==> src/rtl/weight_load_issuer_pkg.sv <==
// rtl/weight_load_issuer_pkg.sv - shared FSM encoding, beat geometry and weight address field map
package weight_load_issuer_pkg;

    typedef enum logic [1:0] {
        S_IDLE  = 2'd0,
        S_RUN   = 2'd1,
        S_DRAIN = 2'd2,
        S_DONE  = 2'd3
    } state_t;

    localparam int BEATS_PER_OC = 160;
    localparam int BEATS_3X3    = 144;
    localparam int IN_CH        = 16;

    localparam int WA_TYPE_BIT  = 31;
    localparam int WA_OC_HI     = 30;
    localparam int WA_OC_LO     = 23;
    localparam int WA_KOFF_HI   = 9;
    localparam int WA_KOFF_LO   = 6;
    localparam int WA_CH_HI     = 3;
    localparam int WA_CH_LO     = 0;

endpackage

==> src/rtl/weight_load_issuer_addr_encode.sv <==
// rtl/weight_load_issuer_addr_encode.sv - combinational map of (beat, output channel) to weight write address
module weight_addr_encode
    import weight_load_issuer_pkg::*;
(
    input  logic [7:0]  i_beat,
    input  logic [7:0]  i_oc,
    output logic [31:0] o_waddr
);

    always_comb begin
        o_waddr = '0;
        o_waddr[WA_OC_HI:WA_OC_LO] = i_oc;
        if (i_beat < 8'(BEATS_3X3)) begin
            // 3x3 region: kernel offset is beat/IN_CH, input channel is beat%IN_CH
            o_waddr[WA_KOFF_HI:WA_KOFF_LO] = i_beat[7:4];
            o_waddr[WA_CH_HI:WA_CH_LO]     = i_beat[3:0];
        end else begin
            o_waddr[WA_TYPE_BIT]       = 1'b1;
            o_waddr[WA_CH_HI:WA_CH_LO] = 4'(i_beat - 8'(BEATS_3X3));
        end
    end

endmodule

==> src/rtl/weight_load_issuer.sv <==
// rtl/weight_load_issuer.sv - issues weight read requests and forwards in-order responses to the MAC weight port
module weight_load_issuer #(
    parameter int MAX_OUTST    = 4,
    parameter int BEATS_PER_OC = weight_load_issuer_pkg::BEATS_PER_OC
) (
    input  logic        clk,
    input  logic        rst_n,
    input  logic        start,
    input  logic [31:0] cfg_base_addr,
    input  logic [7:0]  cfg_oc_base,
    input  logic [8:0]  cfg_oc_num,
    output logic        rd_req_valid,
    input  logic        rd_req_ready,
    output logic [31:0] rd_req_addr,
    input  logic        rd_rsp_valid,
    input  logic [31:0] rd_rsp_data,
    output logic [31:0] weight_waddr,
    output logic [31:0] weight_wdata,
    output logic        weight_wen,
    output logic        busy,
    output logic        done
);
    import weight_load_issuer_pkg::*;

    localparam int CNT_W = $clog2(BEATS_PER_OC * 256 + 1);
    localparam int OUT_W = $clog2(MAX_OUTST + 1);

    state_t            r_state;
    logic [31:0]       r_base;
    logic [7:0]        r_oc_cur;
    logic [CNT_W-1:0]  r_total;
    logic [CNT_W-1:0]  r_req_cnt;
    logic [CNT_W-1:0]  r_rsp_cnt;
    logic [OUT_W-1:0]  r_outst;
    logic [7:0]        r_beat;
    logic              r_busy;
    logic              r_done;
    logic              r_wen;
    logic [31:0]       r_waddr;
    logic [31:0]       r_wdata;

    logic              w_req_hs;
    logic              w_rsp_acc;
    logic              w_last_req;
    logic              w_last_rsp;
    logic [31:0]       w_waddr;

    assign rd_req_valid = (r_state == S_RUN) && (r_outst < OUT_W'(MAX_OUTST));
    assign rd_req_addr  = rd_req_valid ? (r_base + 32'({r_req_cnt, 2'b00})) : '0;

    assign w_req_hs   = rd_req_valid && rd_req_ready;
    // A response with nothing outstanding is a protocol error and is dropped
    assign w_rsp_acc  = rd_rsp_valid && (r_outst != '0);
    assign w_last_req = (r_req_cnt == r_total - 1'b1);
    assign w_last_rsp = (r_rsp_cnt == r_total - 1'b1);

    assign weight_wen   = r_wen;
    assign weight_waddr = r_waddr;
    assign weight_wdata = r_wdata;
    assign busy         = r_busy;
    assign done         = r_done;

    weight_addr_encode u_addr_encode (
        .i_beat  (r_beat),
        .i_oc    (r_oc_cur),
        .o_waddr (w_waddr)
    );

    always_ff @(posedge clk or negedge rst_n) begin
        if (!rst_n) begin
            r_state   <= S_IDLE;
            r_base    <= '0;
            r_oc_cur  <= '0;
            r_total   <= '0;
            r_req_cnt <= '0;
            r_rsp_cnt <= '0;
            r_outst   <= '0;
            r_beat    <= '0;
            r_busy    <= 1'b0;
            r_done    <= 1'b0;
            r_wen     <= 1'b0;
            r_waddr   <= '0;
            r_wdata   <= '0;
        end else begin
            // Idle write port is held at zero so downstream beat detection never sees stale fields
            r_wen   <= w_rsp_acc;
            r_waddr <= w_rsp_acc ? w_waddr : '0;
            r_wdata <= w_rsp_acc ? rd_rsp_data : '0;

            if (w_req_hs != w_rsp_acc) begin
                r_outst <= w_req_hs ? r_outst + 1'b1 : r_outst - 1'b1;
            end
            if (w_req_hs) begin
                r_req_cnt <= r_req_cnt + 1'b1;
            end
            if (w_rsp_acc) begin
                r_rsp_cnt <= r_rsp_cnt + 1'b1;
                if (r_beat == 8'(BEATS_PER_OC - 1)) begin
                    r_beat   <= '0;
                    r_oc_cur <= r_oc_cur + 1'b1;
                end else begin
                    r_beat <= r_beat + 1'b1;
                end
            end

            case (r_state)
                S_IDLE: begin
                    if (start) begin
                        r_base    <= cfg_base_addr;
                        r_oc_cur  <= cfg_oc_base;
                        r_total   <= CNT_W'(cfg_oc_num) * CNT_W'(BEATS_PER_OC);
                        r_req_cnt <= '0;
                        r_rsp_cnt <= '0;
                        r_beat    <= '0;
                        r_busy    <= 1'b1;
                        if (cfg_oc_num == '0) begin
                            r_state <= S_DONE;
                            r_done  <= 1'b1;
                        end else begin
                            r_state <= S_RUN;
                        end
                    end
                end
                S_RUN: begin
                    if (w_req_hs && w_last_req) begin
                        r_state <= S_DRAIN;
                    end
                end
                S_DRAIN: begin
                    if (w_rsp_acc && w_last_rsp) begin
                        r_state <= S_DONE;
                        r_done  <= 1'b1;
                    end
                end
                S_DONE: begin
                    r_state <= S_IDLE;
                    r_done  <= 1'b0;
                    r_busy  <= 1'b0;
                end
                default: begin
                    r_state <= S_IDLE;
                end
            endcase
        end
    end

endmodule
==> config.mk <==
export PLATFORM = sky130hd
export DESIGN_NAME = weight_load_issuer
export DESIGN_NICKNAME = d
export VERILOG_FILES = /design/src/rtl/weight_load_issuer_pkg.sv /design/src/rtl/weight_load_issuer_addr_encode.sv /design/src/rtl/weight_load_issuer.sv
export SDC_FILE = /design/constraint.sdc
export NUM_CORES = 1
export LEC_CHECK = 0
export CAP_MARGIN = 20
export CORE_ASPECT_RATIO = 1.25
export CORE_UTILIZATION = 40
export DETAILED_ROUTE_END_ITERATION = 10
export SYNTH_ARGS = -nofsm -noshare
export SYNTH_HDL_FRONTEND = slang
export SYNTH_HIERARCHICAL = 1
export SYNTH_SLANG_ARGS = --single-unit
==> constraint.sdc <==
create_clock -name clk -period 7.5 [get_ports clk]
set_input_delay 1.5 -clock clk [delete_from_list [all_inputs] [get_ports clk]]
set_output_delay 1.5 -clock clk [all_outputs]
set_load 0.05 [all_outputs]
==> results of run 1 <==
==> cell type report <==
class | count | area [um2] | area share, %
Clock buffer | 18 | 439 | 3.81
Clock inverter | 14 | 183 | 1.58
Tap cell | 283 | 354 | 3.07
Timing Repair Buffer | 190 | 1890 | 16.4
Multi-Input combinational cell | 696 | 4510 | 39.1
Sequential cell | 163 | 4080 | 35.4
Inverter | 21 | 78.8 | 0.683
==> power breakdown <==
| part | total (uW) | internal [uW] | switching, uW |
|---|---|---|---|
| registers | 1330 | 1110 | 224 |
| clock network | 889 | 464 | 425 |
| logic | 1800 | 696 | 1110 |
| total | 4020 | 2270 | 1750 |
==> cells by family after synthesis <==
kind of cell               Yosys count  share of synthesized area (%)
and+or+nand+nor                    419                           23.9
DFF                                163                           45.3
AOI/OAI and AO/OA                  127                           8.74
buffers and inverters               90                           5.14
xor gates and xnor gates            83                           9.51
adders and majority gates           42                           6.09
muxes                               10                           1.21
other                                1                         0.0417
==> per-layer routing <==
layer | part of all wire, % | global-route usage [%] | routed length [um]
met3 | 5.1 | 4.51 | 1060
met4 | 1.3 | 5.51 | 269
met1 | 42 | 22.0 | 8690
met2 | 52 | 33.8 | 10800
met5 | 0 | 0 | 0
==> worst min-delay path by stage <==
stage / start / to / cells past startpoint
after floorplan: r_base[0] / r_base[0] / 2
after global placement: r_base[0] / r_base[0] / 2
after detailed placement: r_base[0] / r_base[0] / 2
after CTS: r_base[1] / r_base[1] / 2
after global routing: r_base[16] / r_base[16] / 2
final: r_base[0] / r_base[0] / 2
==> synth_stat cells (all sizes together), types with 6 or more instances <==
cell      n
a21o      7
a21oi    36
and2     71
and3     16
and4      6
buf      35
clkbuf   34
dfrtp   163
ha       39
inv      20
mux2i     6
nand2   155
nand3    34
nand4    15
nor2     60
nor3     10
nor4b     7
o21ai    47
or3      12
xnor2    33
xnor3     9
xor2     41
==> worst max-delay path, stage by stage (launching register included) <==
cell	delay, ps
dfrtp_1	430
ha_1	230
fa_1	420
a211oi_1	310
o21ai_0	200
nand3_1	150
a31oi_1	120
a31oi_1	670
o21ai_0	240
a21oi_1	160
clkdlybuf4s50_1	810
==> cell usage in the layout (no fill, tap or decap), drive strengths merged, types with 9 or more instances in the layout <==
cell type and instances:
and3 16, xnor3 9, dfrtp 163, o21ai 47, xnor2 33, ha 39, nand3 34, inv 27
nor2 60, a21oi 36, and2 71, conb 15, nor3 10, clkdlybuf4s50 184, nand2 155, clkbuf 18
xor2 41, or3 12, nand4 15
==> metrics by stage <==
step                      hold WS, ps  cell area [um2]
after floorplan                   437             9050
after global placement            456            10900
after detailed placement          464            10900
after CTS                         488            11500
after global routing              515            11500
final                             481            11500
==> state kept, by name, summed over array words and instances, names as in the netlist, 2 cells and up <==
signal,cells
r_beat,8
r_oc_cur,8
r_req_cnt,16
r_rsp_cnt,16
r_total,11
weight_wdata,32
r_base,32
r_state,2
weight_waddr,32
r_outst,3
==> results.cfg, run 1 <==
[cells_and_area]
num_antenna_cells = 0
num-fill-cells = 2042
area_growth_pct = 28.2
layout-drive-gt1-share_pct = 5.54
final_cells = 1385
finalCoreUtilization_pct = 52.1
fin_nets = 1217

[setup_path]
cp-end-kind = output pin
required_ps = 6000
reg2regPathDepth = 9
r2r_slack_ps = 4450
cp.arrival_ps = 4170
crit_start = r_req_cnt[0]
cp-endpoint = rd_req_addr[22]
reg2reg_to = r_state[1]
crit_type = reg -> out
critPathMaxFanout = 12
reg2reg_from = r_total[5]
start_kind = flip-flop

[timing]
tightestPinTransition_ps = 1030
max_freq_ghz = 0.176
setup_ws_ps = 1830
period_share_pct = 75.6
clock_skew_ps = 13.5
slew_headroom_pct = 31.2
period_minus_slack_ps = 5670
hold_viol_final = 0
fin_setup_tns_ps = 0
rsz0062_at_grt = false
setup_viol = 0
maxSlewViolCount = 0

[pwr]
p_leak_uw = 0.00519
max-vdd-ir-drop_v = 0.000186
finalPower_uw = 4020
power_density_nw_per_um2 = 348

[grt]
overflow = 0
grt_pass1_vias = 6792
grt_max_degree = 102
antenna_found_initial = 0
grt_usage_pct = 18.8
grt_pass1_wl_um = 34000

[die]
die_w_um = 136
die-area_um2 = 23100
core_area_um2 = 22100
rows = 61
io_pins = 186
start_util_pct = 40.7
die_h_um = 170

[detailed_routing]
drtIter0Drc = 251
drc = 0
wl_per_cell_um = 15.0
vias_per_cell = 4.95
vias = 6851
drt-total-wl_um = 20800
antenna_left = 0
firstDrtPassIters = 5

[synthesis]
synth_cell_types = 71
synth_area_leader_cell = dfrtp_1
ys_seq_area_share_pct = 45.3
synth_area_um2 = 9000
avgSynthCellArea_um2 = 9.63
synth_area_leaders = dfrtp_1 45%, nand2_1 6.5%, ha_1 5.4%
syn_inst = 935
synth_seq_cells = 163
ys_warn_count = 6
ys_async_sr_fraction_pct = 100
synth_top_area_share_pct = 45.3
synth_flop_cell = dfrtp_1
synth_edf_count = 0

[clock_network]
numCtsBuffers = 17
numClockSinks = 163
postCtsHoldBufs = 0
clockRootBuffer = clkbuf_16
cts_max_path_buffers = 2
ctsResizeCount = 0
cts_setup_buffers = 0
cts.htree.levels = 4
cts_tree = built
clk_latency_ps = 430
path_clk_slew_ps = 70

[outcome]
status = completed

[place]
numPlacedInstances = 1353
hpwl_um = 14800
portBuffers = 185
gp_congestion = 0.850
dp_slack_ps = 2250

[job]
drv_cap = 0

[min_path]
min_path_type = reg -> reg
Note: power is estimated with default switching activity, not from simulation.
==> run 2: changes to the inputs <==
--- a/config.mk
+++ b/config.mk
@@ -9,6 +9,7 @@
 export CORE_ASPECT_RATIO = 1.25
 export CORE_UTILIZATION = 40
 export DETAILED_ROUTE_END_ITERATION = 10
+export PLACE_DENSITY = 0.67
 export SYNTH_ARGS = -nofsm -noshare
 export SYNTH_HDL_FRONTEND = slang
 export SYNTH_HIERARCHICAL = 1
==> constraint.sdc (replaced) <==
create_clock -name clk -period 4.6 [get_ports clk]
set_input_delay 0.92 -clock clk [delete_from_list [all_inputs] [get_ports clk]]
set_output_delay 0.92 -clock clk [all_outputs]
set_load 0.05 [all_outputs]
==> results.cfg, run 2 (synthesized netlist as in run 1, its figures left out) <==
[setup_path]
critPathMaxFanout = 4
reg2reg_from = r_total[5]
crit_type = reg -> out
cp.arrival_ps = 3410
start_kind = flip-flop
r2r_slack_ps = 1610
cp-end-kind = output pin
reg2reg_to = r_state[1]
required_ps = 3680
reg2regPathDepth = 9

[die]
die_h_um = 170
die_w_um = 136
rows = 61
io_pins = 186
die-area_um2 = 23100
start_util_pct = 40.7
core_area_um2 = 22100

[pwr]
max-vdd-ir-drop_v = 0.000343
power_density_nw_per_um2 = 571
p_leak_uw = 0.00534

[grt]
grt_max_degree = 82
grt_usage_pct = 18.4
overflow = 0
grt_pass1_vias = 6776
grt_pass1_wl_um = 33600
antenna_found_initial = 0

[min_path]
min_path_type = reg -> reg
min_to = r_base[1]
hold_depth = 2
worstHoldStart = r_base[1]

[cells_and_area]
final_common_cell = clkdlybuf4s50_1
finalCoreUtilization_pct = 52.9
area_growth_pct = 30.2
num_antenna_cells = 0
mostFrequentLayoutCells = 166 x clkdlybuf4s50_1, 163 x dfrtp_1, 155 x nand2_1
fin_nets = 1223
layout-drive-gt1-share_pct = 7.40

[detailed_routing]
vias = 6965
drt-total-wl_um = 20500
drc = 0
drtIter0Drc = 327
wl_per_cell_um = 14.8
vias_per_cell = 5.01
firstDrtPassIters = 5
antenna_left = 0

[clock_network]
ctsResizeCount = 0
postCtsHoldBufs = 0
cts_max_path_buffers = 2
path_clk_slew_ps = 70
numClockSinks = 163
cts.htree.levels = 4
clockRootBuffer = clkbuf_16
cts_tree = built
clk_latency_ps = 430
numCtsBuffers = 17
cts_setup_buffers = 0

[timing]
setup_viol = 0
fin_setup_tns_ps = 0
period_share_pct = 94.2
period_minus_slack_ps = 4330
hold_viol_final = 0
tightestPinTransition_ps = 820
slew_headroom_pct = 44.9
rsz0062_at_grt = false
maxSlewViolCount = 0
max_freq_ghz = 0.231
clock_skew_ps = 11.3

[place]
hpwl_um = 15000
gp_congestion = 0.881
portBuffers = 185

[outcome]
status = completed

[job]
drv_cap = 0
## run 2: cell count changes in the layout (fill, tap and decap cells not counted), sizes merged
cell           before  now
buf                 6   27
clkdlybuf4s50     184  166
clkinv              8    7
dlymetal6s2s        0    3
inv                27   28
## run 2: per-stage QoR
stage | hold WS (ps) | instances | setup WS (ps) | total power (uW) | cell area [um2]
after floorplan | 437 | 949 | 648 | 4340 | 9050
after global placement | 450 | 1359 | 577 | 5270 | 11100
after detailed placement | 458 | 1359 | 550 | 5320 | 11100
after CTS | 476 | 1391 | 76.5 | 6760 | 11700
after global routing | 513 | 1391 | 81.2 | 7110 | 11700
final | 471 | 1391 | 265 | 6690 | 11700
## run 2: power breakdown
part           internal, uW  switching (uW)  total (uW)
combinational          1260            1850        3120
clock                   745             658        1400
sequential             1800             364        2170
total                  3810            2870        6690
## run 2: critical path, cell delays in order, from the launching register on
cell             delay, ps
dfrtp_1                420
ha_1                   220
fa_1                   430
a211oi_1               320
o21ai_0                230
nand3_1                180
a31oi_1                140
xnor2_1                160
nor2_1                 100
clkdlybuf4s50_1        800
## run 2: how the worst max path moves through the flow
stage | from | endpoint | slack [ps] | depth (start not counted)
after floorplan | r_req_cnt[0] | rd_req_addr[30] | 650 | 10
after detailed placement | r_req_cnt[0] | rd_req_addr[12] | 550 | 10
final | r_req_cnt[0] | rd_req_addr[16] | 270 | 9
after global routing | r_req_cnt[1] | rd_req_addr[25] | 80 | 10
after CTS | r_req_cnt[0] | rd_req_addr[12] | 80 | 10
after global placement | r_req_cnt[0] | rd_req_addr[12] | 580 | 10
## run 2: cell type report
| class | instances | area (um2) |
|---|---|---|
| flip-flops and latches | 163 | 4080 |
| fillers | 2021 | 10400 |
| well taps | 283 | 354 |
| inverters | 21 | 78.8 |
| clock buffers | 18 | 439 |
| multi-input cells | 696 | 4510 |
| repair buffers | 196 | 2090 |
| clock inverters | 14 | 158 |
## run 2: per-layer routing
metal	GRT usage [%]	routed length, um	vias to the layer above	part of all wire [%]
met1	21.7	8580	3308	42
met3	3.73	1010	24	4.9
met4	6.91	351	0	1.7
met2	32.6	10600	184	52
met5	0	0	-	0
li1	-	-	3449	-
==> run 3: changes to the inputs <==
--- a/config.mk
+++ b/config.mk
@@ -7,9 +7,10 @@
 export LEC_CHECK = 0
 export CAP_MARGIN = 20
 export CORE_ASPECT_RATIO = 1.25
-export CORE_UTILIZATION = 40
+export CORE_UTILIZATION = 45
 export DETAILED_ROUTE_END_ITERATION = 10
-export PLACE_DENSITY = 0.67
+export PLACE_DENSITY = 0.74
+export SLEW_MARGIN = 20
 export SYNTH_ARGS = -nofsm -noshare
 export SYNTH_HDL_FRONTEND = slang
 export SYNTH_HIERARCHICAL = 1
==> results.cfg, run 3 (synthesized netlist as in run 1, its figures left out) <==
[setup_path]
cp.arrival_ps = 3430
start_kind = flip-flop
cp_top_family = buffers and inverters
max_stage_delay_ps = 810
path_cells = ha_1 > fa_1 > a211oi_1 > o21ai_0 > nand3_1 > a31oi_1 > xnor2_1 > nor2_1 > clkdlybuf4s50_1
crit_type = reg -> out
cp-end-kind = output pin
required_ps = 3680
critPathMaxFanout = 4
path_buf_inv = 1
crit_slowest_cell = clkdlybuf4s50_1

[grt]
grt_usage_pct = 20.6
grt_pass1_vias = 6979
overflow = 0
grt_max_degree = 96
antenna_found_initial = 1
grt_pass1_wl_um = 33500

[cells_and_area]
area_growth_pct = 29.7
layout-drive-gt1-share_pct = 7.14
num-fill-cells = 1689
register_area_um2 = 4080
fin_nets = 1221
multi_input_area_um2 = 4510
design_area_um2 = 11700
mostFrequentLayoutCells = 168 x clkdlybuf4s50_1, 163 x dfrtp_1, 155 x nand2_1
final_common_cell = clkdlybuf4s50_1

[pwr]
pwr-share-clk_pct = 21.1
cellInternalPower_uw = 3850
max-vdd-ir-drop_v = 0.000310
power_density_nw_per_um2 = 573
p_comb_share_pct = 46.7
sw_frac_of_total_pct = 42.5
p_sw_uw = 2840
p_leak_uw = 0.00528
finalPower_uw = 6690
p_seq_share_pct = 32.2

[detailed_routing]
wl_per_cell_um = 14.8
wl_met3_um = 1070
vias_per_cell = 5.06
drt-total-wl_um = 20300
vias = 6949
highest_layer = met4
firstDrtPassIters = 4
drtIter0Drc = 376
antenna_left = 0
wl_met1_um = 8270
wl_met2_um = 10700
drc = 0

[timing]
setup_ws_ps = 254
rsz0062_at_grt = false
fin_setup_tns_ps = 0
period_minus_slack_ps = 4350
max_freq_ghz = 0.230
slew_headroom_pct = 40.0
period_share_pct = 94.5
maxSlewViolCount = 0
clock_skew_ps = 11.2
tightestPinTransition_ps = 901
setup_viol = 0
hold_viol_final = 0
whs_ps = 468

[clock_network]
cts_setup_buffers = 0
clockRootBuffer = clkbuf_16
path_clk_slew_ps = 70
cts_max_path_buffers = 2
numClockSinks = 163
cts.htree.levels = 4
cts_tree = built
numCtsBuffers = 17
clk_latency_ps = 420

[die]
die_h_um = 160
die-area_um2 = 20600
die_w_um = 128
rows = 57
start_util_pct = 46.1
core_area_um2 = 19500
io_pins = 186

[place]
gp_congestion = 0.851
dpl-instance-area_um2 = 11100
hpwl_um = 14800
portBuffers = 185
dp_slack_ps = 556

[job]
drv_cap = 0

[outcome]
status = completed

[min_path]
min_path_type = reg -> reg
## run 3: changes by cell type in the layout (fill, tap and decap cells not counted), sizes merged
cell and delta:
buf -2, bufinv +1, clkdlybuf4s50 +2, clkinv -4, clkinvlp +2, diode +1
dlymetal6s2s -2, inv +1
## run 3: worst paths after layout
| path | start | endpoint | slack (ps) | depth (start not counted) |
|---|---|---|---|---|
| setup / recovery | r_req_cnt[0] | rd_req_addr[16] | 250 | 9 |
| hold / removal | r_base[0] | r_base[0] | 470 | 2 |
| setup reg to reg | r_total[5] | r_state[1] | 1630 | 9 |
| hold reg to reg | r_base[0] | r_base[0] | 470 | 2 |
| max in group asynchronous | rst_n | r_oc_cur[2] | 2970 | 2 |
| min in group asynchronous | rst_n | r_base[16] | 570 | 1 |
## run 3: layout make-up
cell class                 count  share of cell area, %
clock inverter                14                   1.40
inverter                      21                  0.675
clock buffer                  18                   3.68
sequential                   163                   35.0
tap                          265                   2.84
timing repair buffer         194                   17.8
antenna                        1                 0.0214
multi-input combinational    696                   38.7
## run 3: routing by layer
metal / track usage, % / vias up
li1: - / 3441
met1: 24.2 / 3314
met2: 37.1 / 172
met3: 4.76 / 22
met4: 5.83 / 0
met5: 0 / -
## run 3: what timing repair did
item,CTS,global route
endpoints found under the setup margin,0,1
resized for setup,0,1
hold buffers,0,0
## run 3: worst min-delay path, cell delays in order (launching register included)
cell	delay, ps
dfrtp_1	340
nand2_1	50
nand2_1	60
## run 3: power groups by stage
stage	Combinational, uW	Clock, uW	Sequential, uW
after global routing	3380	1500	2210
after CTS	3150	1450	2150
after detailed placement	3130	0	2180
after floorplan	1910	0	2430
after global placement	3080	0	2170
final	3120	1410	2150
## run 3: per-stage QoR
stage | cells | util [%]
2_1_floorplan | 949 | -
3_3_place_gp | 1339 | 56.7
3_5_place_dp | 1339 | 56.7
6_report | 1372 | 59.7
4_1_cts | 1371 | 59.7
5_1_grt | 1371 | 59.7
